==> src/rtl/fpu_issue_scoreboard.sv <==
// FP issue stage with an integrated register file, per-register busy scoreboard and tagged
// out-of-order writeback. Up to MAX_OUT operations may be in flight at once.
module fpu_issue_scoreboard #(
    parameter int unsigned FPLEN   = 16,
    parameter int unsigned NREGS   = 32,
    parameter int unsigned MAX_OUT = 4,
    localparam int unsigned AW = $clog2(NREGS),
    localparam int unsigned TW = $clog2(MAX_OUT),
    localparam int unsigned OW = $clog2(MAX_OUT + 1)
) (
    input  logic             clk,
    input  logic             rst_l,
    input  logic             flush,
    input  logic             dec_valid,
    output logic             dec_ready,
    input  logic [2:0]       dec_rden,
    input  logic [AW-1:0]    dec_fs1,
    input  logic [AW-1:0]    dec_fs2,
    input  logic [AW-1:0]    dec_fs3,
    input  logic [AW-1:0]    dec_fd,
    input  logic             dec_fd_we,
    input  logic [23:0]      dec_op,
    input  logic [2:0]       dec_rnd,
    output logic             iss_valid,
    input  logic             iss_ready,
    output logic [TW-1:0]    iss_tag,
    output logic [FPLEN-1:0] iss_fs1,
    output logic [FPLEN-1:0] iss_fs2,
    output logic [FPLEN-1:0] iss_fs3,
    output logic [23:0]      iss_op,
    output logic [2:0]       iss_rnd,
    input  logic             wb_valid,
    input  logic [TW-1:0]    wb_tag,
    input  logic [FPLEN-1:0] wb_data,
    output logic             wb_err,
    output logic [OW-1:0]    outstanding
);

    logic [FPLEN-1:0]   r_regs [NREGS];
    logic [NREGS-1:0]   r_busy;
    logic [MAX_OUT-1:0] r_tag_valid;
    logic [AW-1:0]      r_tag_fd [MAX_OUT];
    logic [MAX_OUT-1:0] r_tag_we;

    logic               r_iss_valid;
    logic [TW-1:0]      r_iss_tag;
    logic [FPLEN-1:0]   r_iss_fs1;
    logic [FPLEN-1:0]   r_iss_fs2;
    logic [FPLEN-1:0]   r_iss_fs3;
    logic [23:0]        r_iss_op;
    logic [2:0]         r_iss_rnd;
    logic               r_wb_err;
    logic [OW-1:0]      r_outstanding;

    logic               w_wb_hit;
    logic [AW-1:0]      w_wb_fd;
    logic               w_wb_we;
    logic               w_wb_live;
    logic               w_wb_wr;
    logic               w_byp1;
    logic               w_byp2;
    logic               w_byp3;
    logic               w_raw;
    logic               w_waw;
    logic               w_tag_free;
    logic [TW-1:0]      w_free_tag;
    logic               w_accept;
    logic [FPLEN-1:0]   w_op1;
    logic [FPLEN-1:0]   w_op2;
    logic [FPLEN-1:0]   w_op3;
    logic [NREGS-1:0]   w_busy_d;
    logic [MAX_OUT-1:0] w_tag_valid_d;
    logic [OW-1:0]      w_out_d;

    // Tag table lookup for the returning result; out-of-range tags simply miss.
    always_comb begin
        w_wb_hit = 1'b0;
        w_wb_fd  = '0;
        w_wb_we  = 1'b0;
        for (int i = 0; i < MAX_OUT; i++) begin
            if (wb_tag == TW'(i) && r_tag_valid[i]) begin
                w_wb_hit = 1'b1;
                w_wb_fd  = r_tag_fd[i];
                w_wb_we  = r_tag_we[i];
            end
        end
    end

    assign w_wb_live = wb_valid & w_wb_hit & ~flush;
    assign w_wb_wr   = wb_valid & w_wb_hit & w_wb_we;

    assign w_byp1 = w_wb_wr & (w_wb_fd == dec_fs1);
    assign w_byp2 = w_wb_wr & (w_wb_fd == dec_fs2);
    assign w_byp3 = w_wb_wr & (w_wb_fd == dec_fs3);

    assign w_raw = (dec_rden[0] & r_busy[dec_fs1] & ~w_byp1) |
                   (dec_rden[1] & r_busy[dec_fs2] & ~w_byp2) |
                   (dec_rden[2] & r_busy[dec_fs3] & ~w_byp3);
    assign w_waw = dec_fd_we & r_busy[dec_fd];

    always_comb begin
        w_tag_free = 1'b0;
        w_free_tag = '0;
        for (int i = 0; i < MAX_OUT; i++) begin
            if (!r_tag_valid[i] && !w_tag_free) begin
                w_tag_free = 1'b1;
                w_free_tag = TW'(i);
            end
        end
    end

    assign dec_ready = rst_l & ~flush & ~w_raw & ~w_waw & w_tag_free &
                       (~r_iss_valid | iss_ready);
    assign w_accept  = dec_valid & dec_ready;

    assign w_op1 = !dec_rden[0] ? '0 : (w_byp1 ? wb_data : r_regs[dec_fs1]);
    assign w_op2 = !dec_rden[1] ? '0 : (w_byp2 ? wb_data : r_regs[dec_fs2]);
    assign w_op3 = !dec_rden[2] ? '0 : (w_byp3 ? wb_data : r_regs[dec_fs3]);

    // A busy dec_fd stalls on WAW, so the clear and the set never target the same bit.
    always_comb begin
        w_busy_d = r_busy;
        if (w_wb_live && w_wb_we) begin
            w_busy_d[w_wb_fd] = 1'b0;
        end
        if (w_accept && dec_fd_we) begin
            w_busy_d[dec_fd] = 1'b1;
        end
    end

    always_comb begin
        w_tag_valid_d = r_tag_valid;
        for (int i = 0; i < MAX_OUT; i++) begin
            if (w_wb_live && wb_tag == TW'(i)) begin
                w_tag_valid_d[i] = 1'b0;
            end
            if (w_accept && w_free_tag == TW'(i)) begin
                w_tag_valid_d[i] = 1'b1;
            end
        end
    end

    always_comb begin
        w_out_d = r_outstanding;
        if (w_accept && !w_wb_live) begin
            w_out_d = r_outstanding + OW'(1);
        end else if (!w_accept && w_wb_live) begin
            w_out_d = r_outstanding - OW'(1);
        end
    end

    always_ff @(posedge clk) begin
        if (!rst_l) begin
            for (int i = 0; i < NREGS; i++) begin
                r_regs[i] <= '0;
            end
            for (int i = 0; i < MAX_OUT; i++) begin
                r_tag_fd[i] <= '0;
            end
            r_busy        <= '0;
            r_tag_valid   <= '0;
            r_tag_we      <= '0;
            r_iss_valid   <= 1'b0;
            r_iss_tag     <= '0;
            r_iss_fs1     <= '0;
            r_iss_fs2     <= '0;
            r_iss_fs3     <= '0;
            r_iss_op      <= '0;
            r_iss_rnd     <= '0;
            r_wb_err      <= 1'b0;
            r_outstanding <= '0;
        end else if (flush) begin
            r_busy        <= '0;
            r_tag_valid   <= '0;
            r_iss_valid   <= 1'b0;
            r_wb_err      <= 1'b0;
            r_outstanding <= '0;
        end else begin
            r_wb_err      <= wb_valid & ~w_wb_hit;
            r_busy        <= w_busy_d;
            r_tag_valid   <= w_tag_valid_d;
            r_outstanding <= w_out_d;
            if (w_wb_live && w_wb_we) begin
                r_regs[w_wb_fd] <= wb_data;
            end
            if (w_accept) begin
                r_tag_fd[w_free_tag] <= dec_fd;
                r_tag_we[w_free_tag] <= dec_fd_we;
                r_iss_valid          <= 1'b1;
                r_iss_tag            <= w_free_tag;
                r_iss_fs1            <= w_op1;
                r_iss_fs2            <= w_op2;
                r_iss_fs3            <= w_op3;
                r_iss_op             <= dec_op;
                r_iss_rnd            <= dec_rnd;
            end else if (iss_ready) begin
                r_iss_valid <= 1'b0;
            end
        end
    end

    assign iss_valid   = r_iss_valid;
    assign iss_tag     = r_iss_tag;
    assign iss_fs1     = r_iss_fs1;
    assign iss_fs2     = r_iss_fs2;
    assign iss_fs3     = r_iss_fs3;
    assign iss_op      = r_iss_op;
    assign iss_rnd     = r_iss_rnd;
    assign wb_err      = r_wb_err;
    assign outstanding = r_outstanding;

endmodule

==> config.mk <==
export PLATFORM = sky130hd
export DESIGN_NAME = fpu_issue_scoreboard
export DESIGN_NICKNAME = d
export VERILOG_FILES = /design/src/rtl/fpu_issue_scoreboard.sv
export SDC_FILE = /design/constraint.sdc
export NUM_CORES = 2
export LEC_CHECK = 0
export CAP_MARGIN = 20
export CORE_MARGIN = 3
export CORE_UTILIZATION = 40
export CTS_CLUSTER_SIZE = 25
export DETAILED_ROUTE_END_ITERATION = 16
export GPL_TIMING_DRIVEN = 0
export PLACE_DENSITY = 0.61
export SLEW_MARGIN = 10
export SYNTH_ARGS = -nofsm -noshare
export SYNTH_HDL_FRONTEND = slang
export SYNTH_SLANG_ARGS = --single-unit
==> constraint.sdc <==
create_clock -name clk -period 11.7 [get_ports clk]
set_input_delay 2.34 -clock clk [delete_from_list [all_inputs] [get_ports clk]]
set_output_delay 2.34 -clock clk [all_outputs]
set_load 0.01 [all_outputs]
# Word-level counts from Yosys, hierarchy flattened
# Memories as Yosys holds them, arrays and structs flattened.
# Cells that the tools add are included.
dict set report word_totals {
  ff_bits 122
  ramBits 532
  output_inout_bits 83
  memories 2
}
# name depth word_bits read_ports rd_clocked_by_memory_dff wr line_no
set mem_list {}
lappend mem_list {r_regs 32 16 3 0 32 39} ;# logic [FPLEN-1:0] r_regs [NREGS];
lappend mem_list {r_tag_fd 4 5 4 0 4 42} ;# logic [AW-1:0] r_tag_fd [MAX_OUT];
dict set report op_classes {
  n_addsub 2
  order_cmp 9
  eq_ne 9
  muxes 69
  n_bitwise 35
  n_reduce_logical 41
}
# cell n
set ops {}
lappend ops {{$mux W16} 7}
lappend ops {{$mux W32} 2}
lappend ops {{$mux W1} 41}
lappend ops {{$and A32 B32 Y32} 1}
lappend ops {{$not A32 Y32} 1}
lappend ops {{$or A32 B32 Y32} 1}
lappend ops {{$lt A5 B6 Y1 const B} 5}
lappend ops {{$mux W5} 6}
lappend ops {{$logic_and A1 B1 Y1} 22}
lappend ops {{$and A1 B1 Y1} 20}
lappend ops {{$bmux W1 S5} 4}
lappend ops {{$reduce_or A16 Y1} 1}
lappend ops {{$eq A5 B5 Y1} 3}
lappend ops {{$reduce_bool A2 Y1} 6}
lappend ops {{$demux W1 S5} 2}
lappend ops {{$ge A5 B1 Y1 const B} 2}
lappend ops {{$not A1 Y1} 9}
lappend ops {{$eq A2 B2 Y1 const B} 4}
lappend ops {{$logic_not A1 Y1} 7}
lappend ops {{$mux W2} 3}
lappend ops {{$mux W3} 2}
lappend ops {{$reduce_or A5 Y1} 1}
lappend ops {{$bwmux W4} 1}
lappend ops {{$eq A2 B1 Y1 const B} 2}
lappend ops {{other kinds (9)} 12}

# Logic depth before layout (Yosys ltp)
dict set report depth {
  word_depth 25
  mapped_depth 18
  ltp_nobuf 14
}

# Least setup slack after synthesis
# No wires, ideal clock.
dict set report synth_timing {
  path_kind {input port to output port}
  start {input dec_fd[1]}
  end {output dec_ready}
  arrival_time_ns 4.589
  path_slack_ns 4.771
  stages 10
  n_path_buf 3
  path_cell_list {clkbuf_1 clkbuf_1 mux2i_1 o22ai_1 nor2_1 nand3_1 a31o_2 a221o_1 clkbuf_1 nor2_1}
}
dict set report synth_via {
  elab_chain_cells 7
}
# item line_no
set synth_lines {}
lappend synth_lines {{start: declaration} 20} ;# input logic [AW-1:0] dec_fd,
lappend synth_lines {{$bmux W1 S5} 99} ;# assign w_waw = dec_fd_we & r_busy[dec_fd];
lappend synth_lines {{$mux W1 (implied by the code)} 99}
lappend synth_lines {{$and A1 B1 Y1} 99}
lappend synth_lines {{$not A1 Y1} 112} ;# assign dec_ready = rst_l & ~flush & ~w_raw & ~w_waw & w_tag_free &
lappend synth_lines {{$and A1 B1 Y1 (3 in series)} 112}
lappend synth_lines {{end: declaration} 15} ;# output logic dec_ready,
# Every way passes these cells. The select of a mux whose other input is x is not followed.

# Final worst setup path
dict set report layout_timing {
  start {input dec_fs1[1]}
  end {output dec_ready}
}
dict set report layout_via {
  elab_chain_cells 11
  word_cells_on_any_way 14
  classes_between {1 x eq/ne; 2 x mux; 11 x bitwise}
}
# item line_no
set layout_lines {}
lappend layout_lines {{start: declaration} 17} ;# input logic [AW-1:0] dec_fs1,
lappend layout_lines {{$bmux W1 S5 or $eq A5 B5 Y1 (tied branches)} {96, 92}}
lappend layout_lines {{$mux W1 (implied by the code) or $and A1 B1 Y1 (tied branches)} {96, 92}}
lappend layout_lines {{$and A1 B1 Y1 or $not A1 Y1 (tied branches)} 96} ;# assign w_raw = (dec_rden[0] & r_busy[dec_fs1] & ~w_byp1) |
lappend layout_lines {{$and A1 B1 Y1 *} 96}
lappend layout_lines {{$or A1 B1 Y1 *} 96}
lappend layout_lines {{$or A1 B1 Y1 *} 97} ;# (dec_rden[1] & r_busy[dec_fs2] & ~w_byp2) |
lappend layout_lines {{$not A1 Y1 *} 112}
lappend layout_lines {{$and A1 B1 Y1 * (4 in series)} 112}
# Mark *: on every way between the ends. The rest lies on a longest branch, timed or not. The select of a mux whose other input is x is not followed.

==> flow_summary.toml <==
[outcome]
status = "finished clean"

[synthesis]
synthArstFlopShare = 0
synthFlopType = "edfxtp_1"
synthDistinctLibCells = 58
syn_area_per_cell_um2 = 13.4
synth_seq_area_share = 0.481
synth_warnings = 0
syn-cell-area_mm2 = 0.0383
synth_top_cell_by_area = "edfxtp_1"
synth_edf_count = 532
synth_cells = 2847
ys_ff_latch = 654
synth_fp_nets = 2924
synth_top_cell_area_share = 0.417
synthTopCellsByArea = "edfxtp_1 (42%), mux4_2 (24%), and2_1 (8.0%), dfxtp_1 (6.4%), clkbuf_1 (2.2%)"

[timing]
timing.hold.ws_ns = 0.456
slew_headroom = 0.128
tightest_slew_ns = 1.31
rsz0062_at_grt = "no"
maxSlewViolCount = 0
max_freq_mhz = 115
tns_ns = 0
hold_viol = 0
fin_worst_skew_ns = 0.0238
period_minus_slack_ns = 8.71
period_share = 0.745
fin_ws_ns = 2.99
setup_violations = 0

[power_and_ir_drop]
power.leakage_nw = 15.1
pwr-share-comb = 0.137
power.density_mw_per_mm2 = 133
netSwitchingFraction = 0.271
irDropWorstVdd_uv = 98.6
p_clk_frac = 0.417
power_frac_seq = 0.446
p_int_mw = 4.31
p_switching_mw = 1.60

[die]
die_area_mm2 = 0.0995
io_pins = 158
row_count = 112
core-area_mm2 = 0.0942
start_util = 0.407
die_y_um = 315
die_x_um = 315

[clock_tree]
cts_setup_buffers = 0
tritoncts = "built"
htreeDepth = 3
cts_buffers = 78
clockBufferDepth = 3
ctsRootBufferMaster = "clkbuf_16"
hold_buffers = 0
insertion_delay_ns = 0.67
path_clk_slew_ns = 0.05
clock_sinks = 654
ctsResizeCount = 0

[routing]
wl_per_cell_um = 34.9
first_pass_iters = 7
drtAntennaViolNets = 0
wirelength_um = 154000
num_vias = 29327
drtIter0Drc = 4177
drt-vias-per-instance = 6.64
post-route-drc-count = 0

[layout]
mostFrequentLayoutCells = "edfxtp_1 (532), and2_1 (492), mux4_2 (414), clkbuf_1 (247), clkdlybuf4s50_1 (146)"
syn_to_final_growth_pct = 15.7
final_common_cell = "edfxtp_1"
fin_area_mm2 = 0.0443
fillCellCount = 8383
nets = 3177
drive_above_1_share = 0.206

[critical_path]
startpoint_type = "input port"
worstPathRequired_ns = 9.36
crit_arrival_ns = 6.37
crit_type = "in -> out"
path_max_fanout = 10
r2r.worst_path.cells = 9
cp-end-kind = "output pin"

[global_route]
grt_pass1_wl_um = 216000
track_usage = 0.307
antenna_found_initial = 11
grt_max_degree = 17
grt_pass1_vias = 28961
grt.overflow.total = 0

[placement]
post-place-ws_ns = 3.02
place.detailed.hpwl_um = 123000
place_area_mm2 = 0.0418
io_buffers = 146
gp_congestion = 0.999

[min_path]
hp-class = "reg -> reg"
whs_path_depth = 2

[job]
drv_cap = 0
[routing by layer]
layer  wire (um)  global-route usage  vias to the layer above
met5          48                   0                        -
met4        6040               0.111                        8
met3       17100              0.0689                      354
met2       72100               0.498                     1991
met1       59000               0.408                    15137
li1            -                   -                    11837
[power by group through the flow]
stage               Sequential (mW)  Clock [mW]  Combinational (mW)
floorplan                      2.67           0               0.440
global placement               2.68           0               0.769
detailed placement             2.69           0               0.789
CTS                            2.64        2.48               0.791
global route                   2.65        2.58               0.830
finish                         2.64        2.47               0.808
[per-stage QoR]
stage	std cells	utilization	total power, mW
floorplan	2847	-	3.11
global placement	4247	0.439	3.45
detailed placement	4274	0.444	3.47
CTS	4419	0.470	5.90
global route	4419	0.470	6.05
finish	4420	0.471	5.91
[worst paths after layout]
check,startpoint,slack [ns],to
setup / recovery,dec_fs1[1],2.99,dec_ready
hold reg to reg,iss_op[7]$_SDFFE_PN0P_,0.46,iss_op[7]$_SDFFE_PN0P_
setup reg to reg,r_tag_valid[2]$_SDFFE_PP0P_,6.55,r_regs[15][2]$_SDFFCE_PN0P_
hold / removal,iss_op[7]$_SDFFE_PN0P_,0.46,iss_op[7]$_SDFFE_PN0P_
[cells by family (layout without fill, tap and decap cells)]
family | Yosys count | after routing | share of synthesized area
compound gates | 448 | 448 | 0.0825
buf+inv | 333 | 651 | 0.0350
fa+ha+maj | 2 | 2 | 0.000850
other cells | 0 | 1 | 0
xor+xnor | 16 | 16 | 0.00366
flops | 654 | 654 | 0.481
simple gates | 903 | 903 | 0.133
mux | 491 | 491 | 0.264
[synthesized netlist by cell type, drive strengths merged (2+ instances only)]
cell,instances
nor3,25
and3b,2
nor3b,3
o31ai,41
or2,3
mux4,414
nor2,66
o211ai,79
a22o,47
o2111ai,2
and2,492
a21oi,15
nor2b,9
or3,49
buf,81
o22ai,106
nand3b,7
and3,18
clkbuf,230
o21ai,78
nand4,33
nand3,41
xnor2,9
nand2b,14
mux2,5
dfxtp,122
a221oi,50
inv,17
mux2i,72
o311ai,16
clkinv,5
a31o,3
xor2,7
edfxtp,532
nor4,3
nand2,135
a22oi,4
[flip-flops by register name, indices dropped and copies added, names as in the netlist]
name	flops
r_tag_we	4
iss_op	24
r_tag_valid	4
outstanding	3
iss_fs1	16
r_regs	512
iss_fs3	16
iss_rnd	3
iss_tag	2
r_tag_fd	20
iss_fs2	16
r_busy	32
iss_valid	1
wb_err	1
[area by class of cell]
cell class | instances | area, um^2 | share of cell area
Antenna cell | 1 | 2.50 | 0.0000565
Buffer | 311 | 1260 | 0.0284
Clock buffer | 104 | 2150 | 0.0485
Clock inverter | 41 | 389 | 0.00878
Inverter | 22 | 82.6 | 0.00186
Multi-Input combinational cell | 1860 | 18600 | 0.420
Sequential cell | 654 | 18400 | 0.416
Tap cell | 1254 | 1570 | 0.0354
Timing Repair Buffer | 173 | 1840 | 0.0415
[critical path: stages]
cell and delay (ns):
clkdlybuf4s50_1 0.51, clkbuf_1 0.65, mux4_2 0.44, mux4_2 0.49, mux2i_1 0.20, nor2_1 0.10
a221o_1 0.52, clkbuf_1 0.34, nor2_1 0.22, clkdlybuf4s50_1 0.58
(Power assumes the default switching activity.)
